## config.mk

```make
export PLATFORM = sky130hd
export DESIGN_NAME = imem_loader
export DESIGN_NICKNAME = d
export VERILOG_FILES = /design/src/rtl/imem_loader_pkg.sv /design/src/rtl/word_packer.sv /design/src/rtl/imem_loader.sv
export SDC_FILE = /design/constraint.sdc
export NUM_CORES = 1
export LEC_CHECK = 0
export CORE_ASPECT_RATIO = 0.75
export CORE_MARGIN = 10
export CORE_UTILIZATION = 40
export CTS_BUF_LIST = sky130_fd_sc_hd__clkbuf_16
export CTS_CLUSTER_DIAMETER = 120
export DETAILED_ROUTE_END_ITERATION = 8
export PLACE_DENSITY = 0.66
export REMOVE_ABC_BUFFERS = 1
export SYNTH_ARGS = -nofsm -noshare
export SYNTH_HDL_FRONTEND = slang
export SYNTH_SLANG_ARGS = --single-unit
```

## constraint.sdc

```tcl
create_clock -name clk -period 3.05 [get_ports clk]
set_clock_uncertainty 0.1 [all_clocks]
set_input_delay 0.61 -clock clk [delete_from_list [all_inputs] [get_ports clk]]
set_output_delay 0.61 -clock clk [all_outputs]
set_load 0.005 [all_outputs]
```

## src/rtl/imem_loader_pkg.sv

```systemverilog
// Shared types for the instruction-memory loader.
// Optional checksum stage is enabled by IMEM_LOADER_CHECKSUM_EN.
package imem_loader_pkg;

    localparam int BYTES_PER_WORD = 4;

    typedef enum logic [2:0] {
        ST_IDLE,
        ST_COUNT,
        ST_DATA,
`ifdef IMEM_LOADER_CHECKSUM_EN
        ST_CHECK,
`endif
        ST_DONE,
        ST_ERR
    } loader_state_t;

    // Word index must be able to hold the full count MEM_WORDS.
    function automatic int idx_width(input int mem_words);
        return $clog2(mem_words + 1);
    endfunction

endpackage

```

## src/rtl/word_packer.sv

```systemverilog
// Assembles big-endian 32-bit words from a byte stream.
// word_vld is combinational with the 4th byte; no backpressure, clear restarts.
module word_packer
    import imem_loader_pkg::*;
(
    input  logic        clk,
    input  logic        reset,
    input  logic        clear,
    input  logic        byte_vld,
    input  logic [7:0]  byte_dat,
    output logic        word_vld,
    output logic [31:0] word_dat
);

    logic [23:0] shreg;
    logic [1:0]  byte_cnt;

    always_ff @(posedge clk or posedge reset) begin
        if (reset) begin
            shreg    <= '0;
            byte_cnt <= '0;
        end else if (clear) begin
            shreg    <= '0;
            byte_cnt <= '0;
        end else if (byte_vld) begin
            shreg    <= {shreg[15:0], byte_dat};
            byte_cnt <= byte_cnt + 2'd1;
        end
    end

    assign word_vld = byte_vld && (byte_cnt == 2'(BYTES_PER_WORD - 1));
    assign word_dat = {shreg, byte_dat};

endmodule

```

## src/rtl/imem_loader.sv

```systemverilog
// Downloads a count-prefixed byte stream into instruction memory, holding the CPU meanwhile.
// Write strobe one cycle after a word's 4th byte; input never stalls during a load.
// Optional trailing XOR checksum byte when IMEM_LOADER_CHECKSUM_EN is defined.
module imem_loader
    import imem_loader_pkg::*;
#(
    parameter int MEM_WORDS = 32
) (
    input  logic        clk,
    input  logic        reset,
    input  logic        start,
    input  logic        in_valid,
    input  logic [7:0]  in_data,
    output logic        in_ready,
    output logic        wr_en,
    output logic [30:0] wr_addr,
    output logic [31:0] wr_data,
    output logic        cpu_hold,
    output logic        done,
    output logic        error
);

    localparam int IW = idx_width(MEM_WORDS);

    loader_state_t state, state_nxt;
    logic [IW-1:0] word_idx;
    logic [IW-1:0] word_cnt;
    logic          xfer;
    logic          load_go;
    logic          count_ok;
    logic          last_word;
    logic          word_vld;
    logic [31:0]   word_dat;
`ifdef IMEM_LOADER_CHECKSUM_EN
    logic [7:0]    acc;
`endif

    assign xfer      = in_valid && in_ready;
    assign load_go   = start && (state == ST_IDLE || state == ST_DONE || state == ST_ERR);
    assign count_ok  = (in_data != 8'd0) && (int'(in_data) <= MEM_WORDS);
    assign last_word = (word_idx == word_cnt - IW'(1));

    word_packer u_packer (
        .clk      (clk),
        .reset    (reset),
        .clear    (load_go),
        .byte_vld (xfer && state == ST_DATA),
        .byte_dat (in_data),
        .word_vld (word_vld),
        .word_dat (word_dat)
    );

    always_comb begin
        state_nxt = state;
        in_ready  = 1'b0;
        cpu_hold  = 1'b0;
        done      = 1'b0;
        error     = 1'b0;
        case (state)
            ST_COUNT: begin
                in_ready = 1'b1;
                cpu_hold = 1'b1;
                if (xfer)
                    state_nxt = count_ok ? ST_DATA : ST_ERR;
            end
            ST_DATA: begin
                in_ready = 1'b1;
                cpu_hold = 1'b1;
                if (word_vld && last_word)
`ifdef IMEM_LOADER_CHECKSUM_EN
                    state_nxt = ST_CHECK;
`else
                    state_nxt = ST_DONE;
`endif
            end
`ifdef IMEM_LOADER_CHECKSUM_EN
            ST_CHECK: begin
                in_ready = 1'b1;
                cpu_hold = 1'b1;
                if (xfer)
                    state_nxt = (in_data == acc) ? ST_DONE : ST_ERR;
            end
`endif
            ST_DONE: done = 1'b1;
            ST_ERR: begin
                error    = 1'b1;
                cpu_hold = 1'b1;
            end
            default: ;
        endcase
        if (load_go)
            state_nxt = ST_COUNT;
    end

    always_ff @(posedge clk or posedge reset) begin
        if (reset) begin
            state    <= ST_IDLE;
            word_idx <= '0;
            word_cnt <= '0;
            wr_en    <= 1'b0;
            wr_addr  <= '0;
            wr_data  <= '0;
        end else begin
            state <= state_nxt;
            wr_en <= word_vld;
            if (load_go)
                word_idx <= '0;
            if (state == ST_COUNT && xfer && count_ok)
                word_cnt <= IW'(in_data);
            if (word_vld) begin
                wr_addr  <= 31'({word_idx, 2'b00});
                wr_data  <= word_dat;
                word_idx <= word_idx + IW'(1);
            end
        end
    end

`ifdef IMEM_LOADER_CHECKSUM_EN
    // Only data bytes feed the checksum; the count byte is excluded.
    always_ff @(posedge clk or posedge reset) begin
        if (reset)
            acc <= '0;
        else if (load_go)
            acc <= '0;
        else if (state == ST_DATA && xfer)
            acc <= acc ^ in_data;
    end
`endif

endmodule
```

Yosys cells after proc, flatten, opt, wreduce, memory -nomap -nowiden
Index checks and enable logic that the tools add are counted.
- register bits after elaboration: 80
- bits of input ports: 12
- output and inout port bits: 68
- word-level logic and storage cells: 53
- add/subtract/negate cells: 3
- order comparisons: 1
- equality and inequality tests: 8
- mux-type cells: 15
- reductions and logical operators: 18
- operators by type and width (operator ; count):
    $mux 24 ; 2
    $mux 3 ; 4
    $mux 6 ; 2
    $le 8x6->1 const B ; 1
    $logic_and 1x1->1 ; 8
    $reduce_bool 8->1 ; 1
    $add 6x1->6 const B ; 1
    $eq 3x2->1 const B ; 2
    $eq 6x6->1 ; 1
    $pmux 3 s2 ; 1
    $sub 6x1->6 const B ; 1
    $mux 1 ; 4
    $mux 2 ; 2
    $reduce_bool 2->1 ; 2
    $eq 3x1->1 const B ; 1
    $eq 3x3->1 const B ; 1
    $logic_not 3->1 ; 1
    $ne 3x2->1 const B ; 1
    $ne 3x3->1 const B ; 1
    $reduce_and 3->1 ; 1
    $reduce_bool 3->1 ; 1
    $reduce_or 3->1 ; 1
    $add 2x1->2 const B ; 1
    $eq 2x2->1 const B ; 1
    other kinds (2) ; 3

Logic depth before layout (Yosys ltp)
Gate-level depths: netlist of run 1.
- word-level depth: 10
- depth in mapped cells: 8
- gate-level depth less buffers: 6

Modules after synthesis
From an unflattened synthesis of run 1, not the netlist that was laid out.
- cell total of the unflattened synthesis: 294
- area, all modules: 3692.3 um^2
- modules (own cells, without submodules) (module ; times used ; cells an instance ; area each (um^2) ; sequential area each (um^2)):
    imem_loader ; 1 ; 199 ; 2533.7 ; 1351.3
    word_packer ; 1 ; 95 ; 1158.6 ; 650.6

Least setup slack after synthesis of run 1
Ideal clock, no wire load.
- kind: input port to flip-flop
- start point: in in_data[2]
- end point: reg word_cnt[0]
- setup time: 0.125 ns
- arrival: 2.064 ns
- required time: 2.825 ns
- path slack: 0.761 ns
- cell stages on the path: 5
- path buffers: 1
- cell sequence: or4_1 or3_1 and4_1 buf_6 mux2_4
- word-level cells in the longest chain between the ends: 3
- elaborated cells on any way between the ends: 4
- classes of those cells: 1 x order compare; 3 x reduce/logical
- ends and longest elaborated chain (item ; RTL line ; source):
    start: declaration ; imem_loader.sv:13 ; input logic [7:0] in_data,
    $le 8x6->1 / $reduce_bool 8->1 (equally long branches) ; imem_loader.sv:40 ; assign count_ok = (in_data != 8'd0) && (int'(in_data) <= MEM_WORDS);
    $logic_and 1x1->1 * ; imem_loader.sv:40 ;
    $logic_and 1x1->1 * ; imem_loader.sv:108 ; if (state == ST_COUNT && xfer && count_ok)
    end signal: assignment ; imem_loader.sv:109 ; word_cnt <= IW'(in_data);
    end: declaration ; imem_loader.sv:27 ; logic [IW-1:0] word_cnt;
Mark *: on every way between the ends. The rest lies on a longest branch, timed or not.
A chain may end at the register's enable or synchronous reset.

Worst setup path after layout of run 1
- start point: reg state[0]
- end point: out cpu_hold
- word-level cells in the longest chain between the ends: 3
- elaborated cells on any way between the ends: 5
- classes of those cells: 3 x eq/ne; 1 x mux; 1 x reduce/logical
- ends and longest elaborated chain (item ; RTL line ; source):
    start: declaration ; imem_loader.sv:25 ; loader_state_t state, state_nxt;
    start signal: assignment ; imem_loader.sv:104 ; state <= state_nxt;
    $eq 3x3->1, or another cell as far along ; imem_loader.sv:59 ; case (state)
    $reduce_or 3->1 (no source line) * ; - ;
    $mux 1 * ; imem_loader.sv:59 ;
    end: declaration ; imem_loader.sv:18 ; output logic cpu_hold,
Marked as above.

==> summary.txt, run 1 <==
STA
  • Final max-slew violation count: 0
  • Hold Fails Final Rpt: 0
  • Final worst setup slack: 0.439 ns
  • Post-route minimum period: 2.61 ns
  • Final-layout worst hold slack: 0.370 ns
  • Setup TNS: 0 ns
  • Worst max-slew margin expressed relative to the limit: 56.5%
  • Final setup violation count: 0
  • Ratio of final minimum period to clock period: 85.6%
  • RSZ-0062 raised after global routing: no
  • Slew at the pin closest to its max-slew limit: 0.645 ns
  • Fmax: 0.383 GHz

Detailed routing
  • DRT met1 WL: 3870 um
  • Number of iterations in the first detailed-routing pass: 4
  • Number of vias per cell after detailed routing: 4.82
  • Total wirelength of the detailed-routed design: 8140 um
  • Antenna-violating nets left: 0
  • First DRT Iteration DRCs: 212
  • Via Count: 2688
  • Detailed-route DRC error count: 0
  • Sum of met2 wire segment lengths after detailed routing: 3600 um
  • Average wire per standard cell: 14.6 um
  • Detailed route wirelength on metal3: 569 um
  • Uppermost routed layer: met4

CTS
  • CTS tree: done
  • Number of buffers inserted for hold repair after clock tree synthesis: 0
  • CTS Buffer Depth: 2
  • Buffer count from post-CTS setup fixing: 0
  • Number of H-tree branching levels: 3
  • Master cell of the clock root buffer: clkbuf_16
  • Clock-pin slew on the worst setup and hold paths: 0.06 ns
  • TritonCTS Sinks: 80
  • Clock Latency Late Sink: 0.33 ns
  • Cells resized by post-CTS repair: 0
  • Cts bufs inserted: 9

Cells and area
  • Inserted Diodes: 0
  • Final std cell area, no fill: 4510 um2
  • Number of nets in the layout: 460
  • Share of final-layout standard cells stronger than drive strength 1: 8.44%
  • # fillers: 819
  • Relative area change from synthesis to final layout: 25.3%
  • Area occupied by registers: 2000 um2
  • Combined area of the multi-input logic cells: 1410 um2

Setup path
  • Crit path from: state[0]
  • Flop-to-flop setup slack: 0.92 ns
  • Data arrival, critical path: 1.90 ns
  • R2R cell count: 4
  • Largest stage delay on the critical path: 0.53 ns
  • Max FO, Critical Path: 9
  • Worst path slowest cell: dfrtp_1
  • Required time at the endpoint of the critical path: 2.34 ns
  • Family of cells with the greatest summed delay on the critical path: simple AND/OR/NAND/NOR gates
  • Chain of cells forming the critical path: nor2_1 -> and2_1 -> or2_2 -> clkdlybuf4s50_1
  • Kind of end point of the critical path: primary output
  • Category of the worst setup path launch point: register
  • Total buffers and inverters traversed by the critical path: 1
  • Setup CP Type: register to primary output
  • Reg-to-reg endpoint: state[0]
  • Origin of the critical flop-to-flop path: word_cnt[2]

Yosys
  • Leading post-synthesis cells by instance count: nand2_1 (171), dfrtp_1 (80), a21oi_1 (25), buf_4 (25), clkbuf_1 (13)
  • Async set or reset register ratio after synthesis: 100%
  • Number of flops mapped to enable cells by yosys: 0
  • Share of cell area taken by muxes after synthesis: 3.93%
  • Compound-cell area share of the yosys netlist: 6.39%
  • Synthesized instance count: 391
  • Unique cell type count in the Yosys netlist: 42
  • Number of storage elements in the synthesis netlist: 80
  • Area share of the largest cell type after synthesis: 55.6%
  • Post-synthesis xor/xnor area fraction: 2.19%
  • Post-synthesis cell type with the largest combined area: dfrtp_1
  • Top post-synthesis cells by area: dfrtp_1 (56%), nand2_1 (18%), buf_4 (5.2%)
  • Adder-Cell Fraction of Synth Area: 1.04%
  • Dominant combinational cell family by area after synthesis: simple AND/OR/NAND/NOR gates
  • Post-synthesis instance area: 3600 um2
  • Sequential fraction of the synthesis area: 55.6%
  • Average cell area after synthesis: 9.21 um2
  • Leading cell type by number of instances after synthesis: nand2_1
  • Most instantiated flip-flop cell in the synthesis netlist: dfrtp_1
  • Post-synthesis simple-gate area fraction: 22.7%
  • Count of warnings emitted by yosys: 0

Pwr
  • Leakage: 2.20 nW
  • Ratio of total power to cell area: 654 nW/um2
  • Worst IR Drop VDD: 0.000553 V
  • Overall power after layout: 2.95 mW

GRT
  • Via count of the first global-routing pass: 2798
  • Wire length of the first global-routing pass: 13800 um
  • Aggregate global-route resource usage: 12.8%
  • Number of antenna violations at the first check in global routing: 0
  • Maximum number of pins on one net before global-route repair: 58
  • Congestion Overflow GR: 0

Die
  • Ports placed on the boundary: 80
  • Initial cell density of the core: 41.9%
  • Placement row count: 29
  • Overall die height: 102 um
  • Placeable core area: 8600 um2
  • Horizontal die dimension: 130 um
  • Die ar.: 13200 um2

Min path
  • Min-delay src: u_packer.shreg[19]
  • Capture endpoint of the worst hold path: wr_data[27]
  • Hold Path Class: register to register
  • Min-Delay Path Depth: 2

Job
  • # Max-Cap Violations: 0

Placed design
  • Port bufs: 54
  • Place WS: 0.175 ns
  • Dpl cell area: 4190 um2
  • Weighted congestion reported at the end of routability-driven placement: 0.779
  • Sum of net half-perimeters after detailed placement: 5770 um

Status
  • Status: finished, final reports clean
==> placed cells by master, fill, tap and decap left out, drive strengths merged, types with 2 or more instances in the layout <==
| cell | netlist | final |
|---|---|---|
| bufinv | 0 | 2 |
| xor2 | 3 | 3 |
| or3 | 2 | 2 |
| dfrtp | 80 | 80 |
| or4 | 2 | 2 |
| clkdlybuf4s50 | 0 | 54 |
| nor4bb | 2 | 2 |
| mux2i | 4 | 4 |
| xnor2 | 6 | 6 |
| nand4 | 2 | 2 |
| ha | 3 | 3 |
| clkinv | 1 | 5 |
| mux2 | 7 | 7 |
| nand3 | 5 | 5 |
| o21ai | 4 | 4 |
| inv | 3 | 3 |
| or2 | 2 | 2 |
| a21oi | 25 | 25 |
| clkbuf | 13 | 9 |
| conb | 1 | 25 |
| nor2 | 6 | 6 |
| nand2 | 171 | 171 |
| buf | 32 | 10 |
==> per-stage QoR <==
| stage | cells | utilization (%) |
|---|---|---|
| after global placement | 542 | 48.8 |
| after CTS | 558 | 52.5 |
| after floorplan | 370 | - |
| final | 558 | 52.5 |
| after detailed placement | 542 | 48.8 |
| after global routing | 558 | 52.5 |
==> worst max path at each step <==
stage / to / cells after the start
2_1_floorplan: word_idx[3] / 5
3_3_place_gp: word_cnt[0] / 5
3_5_place_dp: word_cnt[5] / 5
4_1_cts: cpu_hold / 4
5_1_grt: cpu_hold / 4
6_report: cpu_hold / 4
==> state kept, by name, indices dropped and copies added (netlist names) <==
register and count:
u_packer.shreg 24, u_packer.byte_cnt 2, wr_en 1, wr_addr 6, word_cnt 6, word_idx 6
state 3, wr_data 32
==> area by class of cell <==
type,instances,area share [%]
clock inverters,7,2.08
repair buffers,64,13.9
well taps,108,2.99
clock buffers,9,4.99
multi-input cells,286,31.3
inverters,4,0.360
flip-flops and latches,80,44.4
==> power by group <==
group	internal [mW]	switching, mW
logic	0.291	0.253
registers	1.14	0.115
clock network	0.716	0.431
==> cell families (layout without fill, tap and decap cells) <==
kind of cell             Yosys count  in the layout
AO/OA/AOI/OAI                     39             39
XOR/XNOR                           9              9
adder cells (fa/ha/maj)            3              3
buffers and inverters             49             84
flip-flops                        80             80
multiplexers                      11             11
other                              1             25
AND/OR/NAND/NOR                  199            199
==> worst reg2reg max path: cells and delay by family, from the launching register on <==
family | cells | cell delay [ns]
AO/OA/AOI/OAI | 2 | 0.70
flip-flops | 1 | 0.43
AND/OR/NAND/NOR | 2 | 0.85
==> routing by layer <==
metal	GRT usage, %	vias up
met5	0	-
li1	-	1314
met1	16.7	1296
met2	19.6	69
met3	4.29	9
met4	4.14	0
Note: power is estimated with default switching activity, not from simulation.
==> run 2: changes to the inputs <==
Settings changed: HOLD_SLACK_MARGIN set to 0.12.
==> results of run 2 <==
Same layout as run 1: the final DEF is identical, and so are final timing and power.
